File: src/rtl/regfile_write_scheduler.sv
// Write-port owner for the 32x32 integer register file: pipeline writeback first,
// then buffered or bypassed long-latency results, plus the decode busy scoreboard.
module regfile_write_scheduler #(
  parameter int DEPTH = 2,
  parameter int CNT_W = $clog2(DEPTH) + 1
) (
  input  logic             clk,
  input  logic             rst,
  input  logic             wb_we,
  input  logic [4:0]       wb_addr,
  input  logic [31:0]      wb_data,
  input  logic [31:0]      wb_pc,
  input  logic             md_issue,
  input  logic [4:0]       md_dst,
  output logic             issue_stall,
  input  logic             md_valid,
  output logic             md_ready,
  input  logic [4:0]       md_addr,
  input  logic [31:0]      md_data,
  input  logic [31:0]      md_pc,
  input  logic [4:0]       dec_a1,
  input  logic [4:0]       dec_a2,
  input  logic [4:0]       dec_a3,
  output logic             dec_stall,
  output logic             rf_we,
  output logic [4:0]       rf_addr,
  output logic [31:0]      rf_data,
  output logic [31:0]      rf_pc,
  output logic [31:0]      busy_mask,
  output logic [CNT_W-1:0] buf_count
);

  localparam int PTR_W  = (DEPTH > 1) ? $clog2(DEPTH) : 1;
  localparam int DATA_W = 32;

  // DEPTH is a power of two, so plain binary increment wraps the pointer.
  function automatic logic [PTR_W-1:0] nextPtr(input logic [PTR_W-1:0] p);
    return p + PTR_W'(1);
  endfunction

  function automatic logic [CNT_W-1:0] nextCount(input logic [CNT_W-1:0] c,
                                                 input logic inc,
                                                 input logic dec);
    logic [CNT_W-1:0] r;
    r = c;
    if (inc && !dec)
      r = c + CNT_W'(1);
    else if (dec && !inc)
      r = c - CNT_W'(1);
    return r;
  endfunction

  logic [4:0]        fifoAddr [DEPTH];
  logic [DATA_W-1:0] fifoData [DEPTH];
  logic [DATA_W-1:0] fifoPc   [DEPTH];

  logic [PTR_W-1:0]  wrPtr;
  logic [PTR_W-1:0]  rdPtr;
  logic [CNT_W-1:0]  bufCount;
  logic [31:0]       busyReg;
  logic [31:0]       busyNext;

  logic              fifoEmpty;
  logic              mdReady;
  logic              pop;
  logic              bypass;
  logic              push;
  logic              mdWrite;
  logic              setBusy;
  logic              issueStall;

  assign fifoEmpty = (bufCount == '0);
  // Ready depends on occupancy only, never on md_valid.
  assign mdReady   = !rst && (bufCount < CNT_W'(DEPTH));

  always_comb begin
    rf_we   = 1'b0;
    rf_addr = '0;
    rf_data = '0;
    rf_pc   = '0;
    pop     = 1'b0;
    bypass  = 1'b0;
    if (!rst) begin
      if (wb_we) begin
        rf_we   = 1'b1;
        rf_addr = wb_addr;
        rf_data = wb_data;
        rf_pc   = wb_pc;
      end else if (!fifoEmpty) begin
        rf_we   = 1'b1;
        rf_addr = fifoAddr[rdPtr];
        rf_data = fifoData[rdPtr];
        rf_pc   = fifoPc[rdPtr];
        pop     = 1'b1;
      end else if (md_valid && mdReady) begin
        rf_we   = 1'b1;
        rf_addr = md_addr;
        rf_data = md_data;
        rf_pc   = md_pc;
        bypass  = 1'b1;
      end
    end
  end

  assign push       = md_valid && mdReady && !bypass;
  assign mdWrite    = pop || bypass;
  assign issueStall = !rst && md_issue && (md_dst != 5'd0) && busyReg[md_dst];
  assign setBusy    = !rst && md_issue && !issueStall && (md_dst != 5'd0);

  // Clear first, then set, so a same-register set in the same cycle wins.
  always_comb begin
    busyNext = busyReg;
    if (mdWrite)
      busyNext[rf_addr] = 1'b0;
    if (setBusy)
      busyNext[md_dst] = 1'b1;
    busyNext[0] = 1'b0;
  end

  // Result buffer storage: data only, no reset needed.
  always_ff @(posedge clk) begin
    if (push) begin
      fifoAddr[wrPtr] <= md_addr;
      fifoData[wrPtr] <= md_data;
      fifoPc[wrPtr]   <= md_pc;
    end
  end

  // Control state: pointers, occupancy and scoreboard.
  always_ff @(posedge clk) begin
    if (rst) begin
      wrPtr    <= '0;
      rdPtr    <= '0;
      bufCount <= '0;
      busyReg  <= '0;
    end else begin
      if (push)
        wrPtr <= nextPtr(wrPtr);
      if (pop)
        rdPtr <= nextPtr(rdPtr);
      bufCount <= nextCount(bufCount, push, pop);
      busyReg  <= busyNext;
    end
  end

  assign md_ready    = mdReady;
  assign issue_stall = issueStall;
  assign dec_stall   = !rst && (busyReg[dec_a1] || busyReg[dec_a2] || busyReg[dec_a3]);
  assign busy_mask   = {busyReg[31:1], 1'b0};
  assign buf_count   = bufCount;

endmodule
File: config.mk
export PLATFORM = sky130hd
export DESIGN_NAME = regfile_write_scheduler
export DESIGN_NICKNAME = d
export VERILOG_FILES = /design/src/rtl/regfile_write_scheduler.sv
export SDC_FILE = /design/constraint.sdc
export NUM_CORES = 1
export LEC_CHECK = 0
export BUFFER_PORTS_ARGS = -buffer_cell sky130_fd_sc_hd__buf_2
export CORE_MARGIN = 3
export CORE_UTILIZATION = 57
export CTS_CLUSTER_SIZE = 25
export DETAILED_ROUTE_END_ITERATION = 7
export HOLD_SLACK_MARGIN = 0.12
export PLACE_DENSITY = 0.95
export SETUP_SLACK_MARGIN = 0.05
export SYNTH_ARGS = -nofsm -noshare
export SYNTH_HDL_FRONTEND = slang
export SYNTH_SLANG_ARGS = --single-unit
export TNS_END_PERCENT = 1
File: constraint.sdc
create_clock -name clk -period 13.8 [get_ports clk]
set_input_delay 2.76 -clock clk [delete_from_list [all_inputs] [get_ports clk]]
set_output_delay 2.76 -clock clk [all_outputs]
set_load 0.05 [all_outputs]
==> impl_metrics.csv, run 1 <==
group,metric,value,unit
global_route,grt_pass1_vias,7582,
cts,path_clk_slew,0.06,ns
job,max-cap-violations,0,
yosys,syn-cell-area,9570,µm²
sta,fmax,121,MHz
sta,slew_violations,0,
global_route,grt_pass1_wl,40.5,mm
global_route,gr-total-overflow,0,
worst_setup_path,critical_path.max_fanout,70,
sta,finalSetupViolCount,0,
yosys,yosysWarnings,0,
layout,fillers,1131,
floorplanning,rows,46,
yosys,synth_enable_flop_cells,138,
sta,fin_crit_sh,59.7,%
global_route,antenna_found_initial,3,
global_route,grt_max_degree,129,
worst_setup_path,r2r_cells,7,
worst_setup_path,cp_data_arrival_time,5.48,ns
sta,finalClockSkew,0.0126,ns
sta,post-route-min-period,8.24,ns
floorplanning,dieArea,18400,µm²
layout,seqCellArea,4870,µm²
layout,syn_to_final_growth,20.3,%
min_path,hold_class,"flop to flop",
drt,dr_total_vias,8064,
sta,hold_viol,0,
cts,cts_tree,"built",
floorplanning,core_area,16200,µm²
cts,cts_sinks,174,
pwr,ir_worst_vdd,0.0000806,V
floorplanning,die_y,136,µm
drt,ant_nets,0,
drt,drt-vias-per-instance,6.55,
yosys,synthArstFlopShare,0,%
sta,whs,0.555,ns
placed_design,place_congestion,0.963,
placed_design,hpwl,17.7,mm
yosys,ys.flop_type,"edfxtp_1",
sta,slew_headroom,24.4,%
outcome,outcome,"finished, final reports clean",
yosys,syn-num-nets,949,
worst_setup_path,crit_required,11.04,ns
floorplanning,start_util,59.2,%
drt,drt_iter0_drc,976,
drt,drt-pass1-iter-count,5,
floorplanning,io_pins,270,
placed_design,portBuffers,268,
floorplanning,die-width,136,µm
cts,cts_resized,0,
layout,drive_above_1_share,41.7,%
worst_setup_path,startpoint_type,"primary input",
drt,routed_wl,26.2,mm
pwr,p_total,1.41,mW
cts,clkLatencyLatePin,0.43,ns
yosys,ys_seq_elements,174,
global_route,grt_usage,27.9,%
yosys,syn_inst,785,
cts,clk_path_buf_depth,2,
pwr,leakagePower,4.26,nW
worst_setup_path,endpoint_kind,"output pin",
worst_setup_path,crit_end,"rf_addr[3]",
yosys,ys_seq_area_share,50.8,%
cts,cts_hold_buf,0,
drt,drcViolationCount,0,
yosys,synth.distinct_cells,63,
cts,clockRootBuffer,"clkbuf_16",
sta,setup_tns,0,ns
layout,post-route-util,71.2,%
worst_setup_path,setup.worst_path.start,"rst",
worst_setup_path,regToRegSetupSlack,10.47,ns
worst_setup_path,path_class,"primary input to output pin",
layout,final_nets,1163,
layout,multi_input_area,4280,µm²
layout,fin_cells,1231,
placed_design,placed_cells,1196,
cts,htreeDepth,4,
sta,rsz0062_at_grt,"false",
cts,postCtsSetupBuffers,0,
cts,cts_inserted_buffers,17,
yosys,syn_area_per_cell,12.2,µm²
sta,worst_pin_slew,1.12,ns
pwr,powerDensity,122,nW/µm²
drt,avgRoutedWirePerCell,21.3,µm
worst_setup_path,r2r-end,"busyReg[18]$_SDFF_PP0_",
-- cell type report --
| cell class | count | share of cell area, % |
|---|---|---|
| repair buffers | 275 | 12.2 |
| inverters | 21 | 0.706 |
| diodes | 3 | 0.0652 |
| multi-input cells | 510 | 37.2 |
| clock buffers | 19 | 3.76 |
| flip-flops and latches | 174 | 42.3 |
| clock inverters | 13 | 1.53 |
| well taps | 216 | 2.35 |
-- flip-flops by register name, summed over array words and instances, names as in the netlist, named ones only --
signal	cells
buf_count	2
busyReg	31
fifoAddr	10
fifoData	64
fifoPc	64
rdPtr	1
wrPtr	1
-- critical path, stage by stage --
cell and delay (ns):
buf_4 0.27, nor4b_4 0.26, buf_4 0.64, a221oi_1 0.22, or3_1 0.66, inv_2 0.33
buf_2 0.32
-- routing by layer --
layer / vias up / wire, µm / GRT usage, %
met2: 516 / 12900 / 45.0
met3: 83 / 2430 / 7.21
met5: - / 0 / 0
met1: 3910 / 10100 / 36.5
met4: 0 / 815 / 10.5
li1: 3555 / - / -
-- worst min-delay path by stage --
stage | from | end | cells past startpoint
floorplan | rdPtr$_SDFFE_PP0P_ | flop | 2
global placement | rdPtr$_SDFFE_PP0P_ | flop | 2
detailed placement | rdPtr$_SDFFE_PP0P_ | flop | 2
CTS | busyReg[20]$_SDFF_PP0_ | busyReg[20]$_SDFF_PP0_ | 2
global route | busyReg[17]$_SDFF_PP0_ | busyReg[17]$_SDFF_PP0_ | 2
finish | rdPtr$_SDFFE_PP0P_ | rdPtr$_SDFFE_PP0P_ | 2
-- metrics by stage --
step | area (µm²) | worst slack, ns
after floorplan | 9570 | 5.99
after global placement | 10900 | 5.69
after detailed placement | 10900 | 5.63
after CTS | 11500 | 5.62
after global routing | 11500 | 5.43
final | 11500 | 5.56
-- where the power goes --
| part | leakage [nW] | internal (mW) | switching (mW) |
|---|---|---|---|
| sequential | 1.55 | 0.585 | 0.00892 |
| clock | 0.293 | 0.290 | 0.210 |
| combinational | 2.42 | 0.0980 | 0.218 |
| total | 4.26 | 0.973 | 0.437 |
-- synth_stat cells, types with 4 or more instances --
master	n	area, µm²
dfxtp_1	36	721
buf_1	7	26.3
nor2_1	21	78.8
edfxtp_1	138	4140
nor2b_1	88	551
nor4_1	17	106
nand3_1	10	50.1
a221oi_1	69	604
nand2_1	15	56.3
mux2_2	71	800
clkbuf_1	56	210
and2_1	5	31.3
a21oi_1	16	80.1
o32ai_1	16	140
or3_1	4	25.0
nand2b_1	6	37.5
nor3_1	66	330
buf_2	9	45.0
mux2i_1	7	70.1
mux4_2	28	631
o41ai_1	13	114
o31ai_1	6	45.0
inv_1	18	67.6
buf_4	5	37.5
-- cell usage in the layout (no fill, tap or decap), types with 6 or more instances in the layout --
cell,netlist,final
mux4_2,28,28
nor2b_1,88,87
buf_2,9,266
clkbuf_16,0,17
nand2b_1,6,6
buf_4,5,9
inv_1,18,18
o41ai_1,13,13
nand3_1,10,10
o31ai_1,6,6
nand2_1,15,15
a21oi_1,16,16
mux2i_1,7,7
dfxtp_1,36,35
nor4_1,17,17
mux2_2,71,71
nor2_1,21,21
o32ai_1,16,16
a221oi_1,69,69
nor3_1,66,66
edfxtp_1,138,138
-- cells by family after synthesis --
family | synth area share [%]
AND/OR/NAND/NOR | 14.9
AO/OA/AOI/OAI | 13.5
other | 0.0392
flip-flops | 50.8
adder cells (fa/ha/maj) | 0.131
multiplexers | 15.7
XOR/XNOR | 0.366
buffers and inverters | 4.54
No activity file was read; power rests on OpenSTA's default activity.
==> run 2, diff against run 1 <==
- ABC_AREA: not set -> 1
- CORE_UTILIZATION: 57 -> 53
- PLACE_DENSITY: 0.95 -> 0.92
- clock period: 13.8 -> 8.14 ns (I/O delays scaled with it)
==> run 2 against run 1 <==
First-iteration DRC count increased by 14%. Register-to-register slack got worse by 5.2 ns. Clock power is 58% higher.
==> impl_metrics.csv, run 2 <==
group,metric,value,unit
layout,fin_area,11600,µm²
cts,path_clk_slew,0.07,ns
drt,drt-pass1-iter-count,7,
sta,setup_tns,0,ns
cts,clockRootBuffer,"clkbuf_16",
yosys,synthAdderAreaFrac,0.130,%
yosys,synth_top_family_by_area,"simple AND/OR/NAND/NOR gates",
yosys,yosysWarnings,0,
layout,final_cell_mix,"nand2_1, buf_2, edfxtp_1",
worst_setup_path,path_class,"primary input to output pin",
min_path,hold_class,"flop to flop",
job,max-cap-violations,0,
worst_setup_path,startpoint_type,"primary input",
drt,ant_nets,0,
floorplanning,die_y,141,µm
yosys,synth.top_cell.area_share,42.9,%
sta,slew_headroom,29.0,%
sta,slew_violations,0,
sta,hold_viol,0,
yosys,synth_most_common_cell,"nand2_1",
yosys,syn-cell-area,9650,µm²
yosys,synth-compound-area-share,16.4,%
floorplanning,dieArea,19900,µm²
sta,worst_pin_slew,1.06,ns
global_route,gr-total-overflow,0,
worst_setup_path,crit_required,6.51,ns
placed_design,placed_area,11000,µm²
yosys,ys_seq_elements,174,
sta,rsz0062_at_grt,"false",
yosys,synth_enable_flop_cells,138,
layout,syn_to_final_growth,20.3,%
cts,htreeDepth,4,
layout,fillers,1377,
worst_setup_path,cp_data_arrival_time,3.93,ns
global_route,antenna_found_initial,2,
yosys,yosys-top-cells-area,"edfxtp_1, nand2_1, dfxtp_1",
yosys,ys.flop_type,"edfxtp_1",
placed_design,portBuffers,268,
layout,final_nets,1618,
floorplanning,start_util,55.0,%
yosys,synth_common_cells,"nand2_1, edfxtp_1, o21ai_0",
drt,avgRoutedWirePerCell,17.4,µm
yosys,muxShareOfSynthArea,0,%
placed_design,place_congestion,0.960,
yosys,yosys.area_share.simple,26.0,%
floorplanning,io_pins,270,
min_path,hold_depth,1,
cts,cts_sinks,174,
layout,drive_above_1_share,23.2,%
global_route,grt_pass1_vias,8815,
global_route,grt_max_degree,75,
cts,clkLatencyLatePin,0.44,ns
cts,postCtsSetupBuffers,0,
worst_setup_path,critical_path.max_fanout,38,
yosys,synth_top_area_cell,"edfxtp_1",
sta,finalSetupViolCount,0,
pwr,powerDensity,199,nW/µm²
cts,cts_resized,0,
layout,layout_commonest_cell,"nand2_1",
placed_design,hpwl,20.5,mm
yosys,syn_inst,1232,
sta,fin_crit_sh,68.3,%
drt,dr_total_vias,9670,
worst_setup_path,r2r_cells,6,
global_route,grt_usage,29.1,%
sta,finalClockSkew,0.00973,ns
layout,reg_top3,"fifoData: 64 flops, fifoPc: 64 flops, busyReg: 31 flops",
yosys,syn-num-nets,1396,
cts,clk_path_buf_depth,2,
sta,post-route-min-period,5.56,ns
yosys,ys_seq_area_share,50.4,%
floorplanning,core_area,17500,µm²
yosys,synth_xor_area_share,0.0908,%
yosys,synth.distinct_cells,31,
worst_setup_path,endpoint_kind,"output pin",
drt,routed_wl,29.5,mm
floorplanning,rows,48,
drt,drt-vias-per-instance,5.70,
drt,drcViolationCount,0,
cts,cts_inserted_buffers,17,
cts,cts_hold_buf,0,
global_route,grt_pass1_wl,46.0,mm
outcome,outcome,"finished, final reports clean",
drt,drt_iter0_drc,1116,
floorplanning,die-width,141,µm
pwr,leakagePower,4.94,nW
cts,cts_tree,"built",
sta,fmax,180,MHz
yosys,syn_area_per_cell,7.83,µm²
pwr,ir_worst_vdd,0.000159,V
yosys,synthArstFlopShare,0,%
==> run 2: changes by cell type in the layout (fill, tap and decap cells not counted), moves of 63 or more <==
| cell | change |
|---|---|
| a21oi_1 | +65 |
| mux2_2 | -71 |
| nand2_1 | +403 |
| a211oi_1 | +63 |
| a221oi_1 | -69 |
| nor2b_1 | -87 |
| nand3_1 | +69 |
| inv_1 | +63 |
| o21ai_0 | +90 |
==> run 2: cells by family after synthesis <==
kind of cell	after synthesis
adders and majority gates	1
AOI/OAI and AO/OA	278
xor gates and xnor gates	1
buffers and inverters	164
DFF	174
other	1
and+or+nand+nor	613
==> run 2: report_power, final <==
| part | internal, mW | leakage, nW | total, mW | switching [mW] |
|---|---|---|---|---|
| Clock | 0.408 | 0.275 | 0.792 | 0.385 |
| Combinational | 0.131 | 3.12 | 0.523 | 0.391 |
| Sequential | 0.988 | 1.55 | 1.00 | 0.0128 |
| Total | 1.53 | 4.94 | 2.32 | 0.789 |
==> run 2: worst max-delay path, stage by stage <==
cell	delay [ns]
buf_2	0.19
nor2_4	0.20
nand2_2	0.13
nor2_4	0.74
buf_4	0.46
a211oi_1	0.14
nor2_1	0.14
buf_2	0.28
==> run 2: worst paths after layout <==
path                                           startpoint                     end  slack, ns
worst max-delay path                                  rst             rf_data[15]       2.58
worst min-delay path                   rdPtr$_SDFFE_PP0P_                    flop       0.45
worst max register to register  buf_count[1]$_SDFFE_PP0P_  fifoPc[0][5]$_DFFE_PP_       5.25
worst min register to register         rdPtr$_SDFFE_PP0P_                    flop       0.45
==> run 2: cell type report <==
type                       count  area [µm²]  area share, %
antenna                        4        10.0         0.0862
timing repair buffer         276        1400           12.1
clock inverter                15         154           1.33
tap                          225         282           2.42
clock buffer                  17         425           3.66
multi-input combinational    894        4130           35.6
sequential                   174        4870           41.9
inverter                      91         342           2.94
==> run 2: per-layer routing <==
metal | global-route usage, % | up-vias | wire [µm]
met3 | 6.65 | 94 | 2960
li1 | - | 4613 | -
met2 | 48.6 | 607 | 14400
met1 | 36.4 | 4356 | 11100
met4 | 12.4 | 0 | 1120
met5 | 0 | - | 0
==> run 2: metrics by stage <==
stage | setup WS (ns) | std cells | hold WS, ns | util, % | power, mW
finish | 2.58 | 1696 | 0.447 | 66.2 | 2.32
global route | 2.45 | 1694 | 0.476 | 66.2 | 2.40
CTS | 2.67 | 1692 | 0.444 | 66.2 | 2.32
detailed placement | 2.66 | 1660 | 0.436 | 62.9 | 1.54
global placement | 2.74 | 1660 | 0.424 | 62.9 | 1.52
floorplan | 2.17 | 1232 | 0.426 | - | 1.38
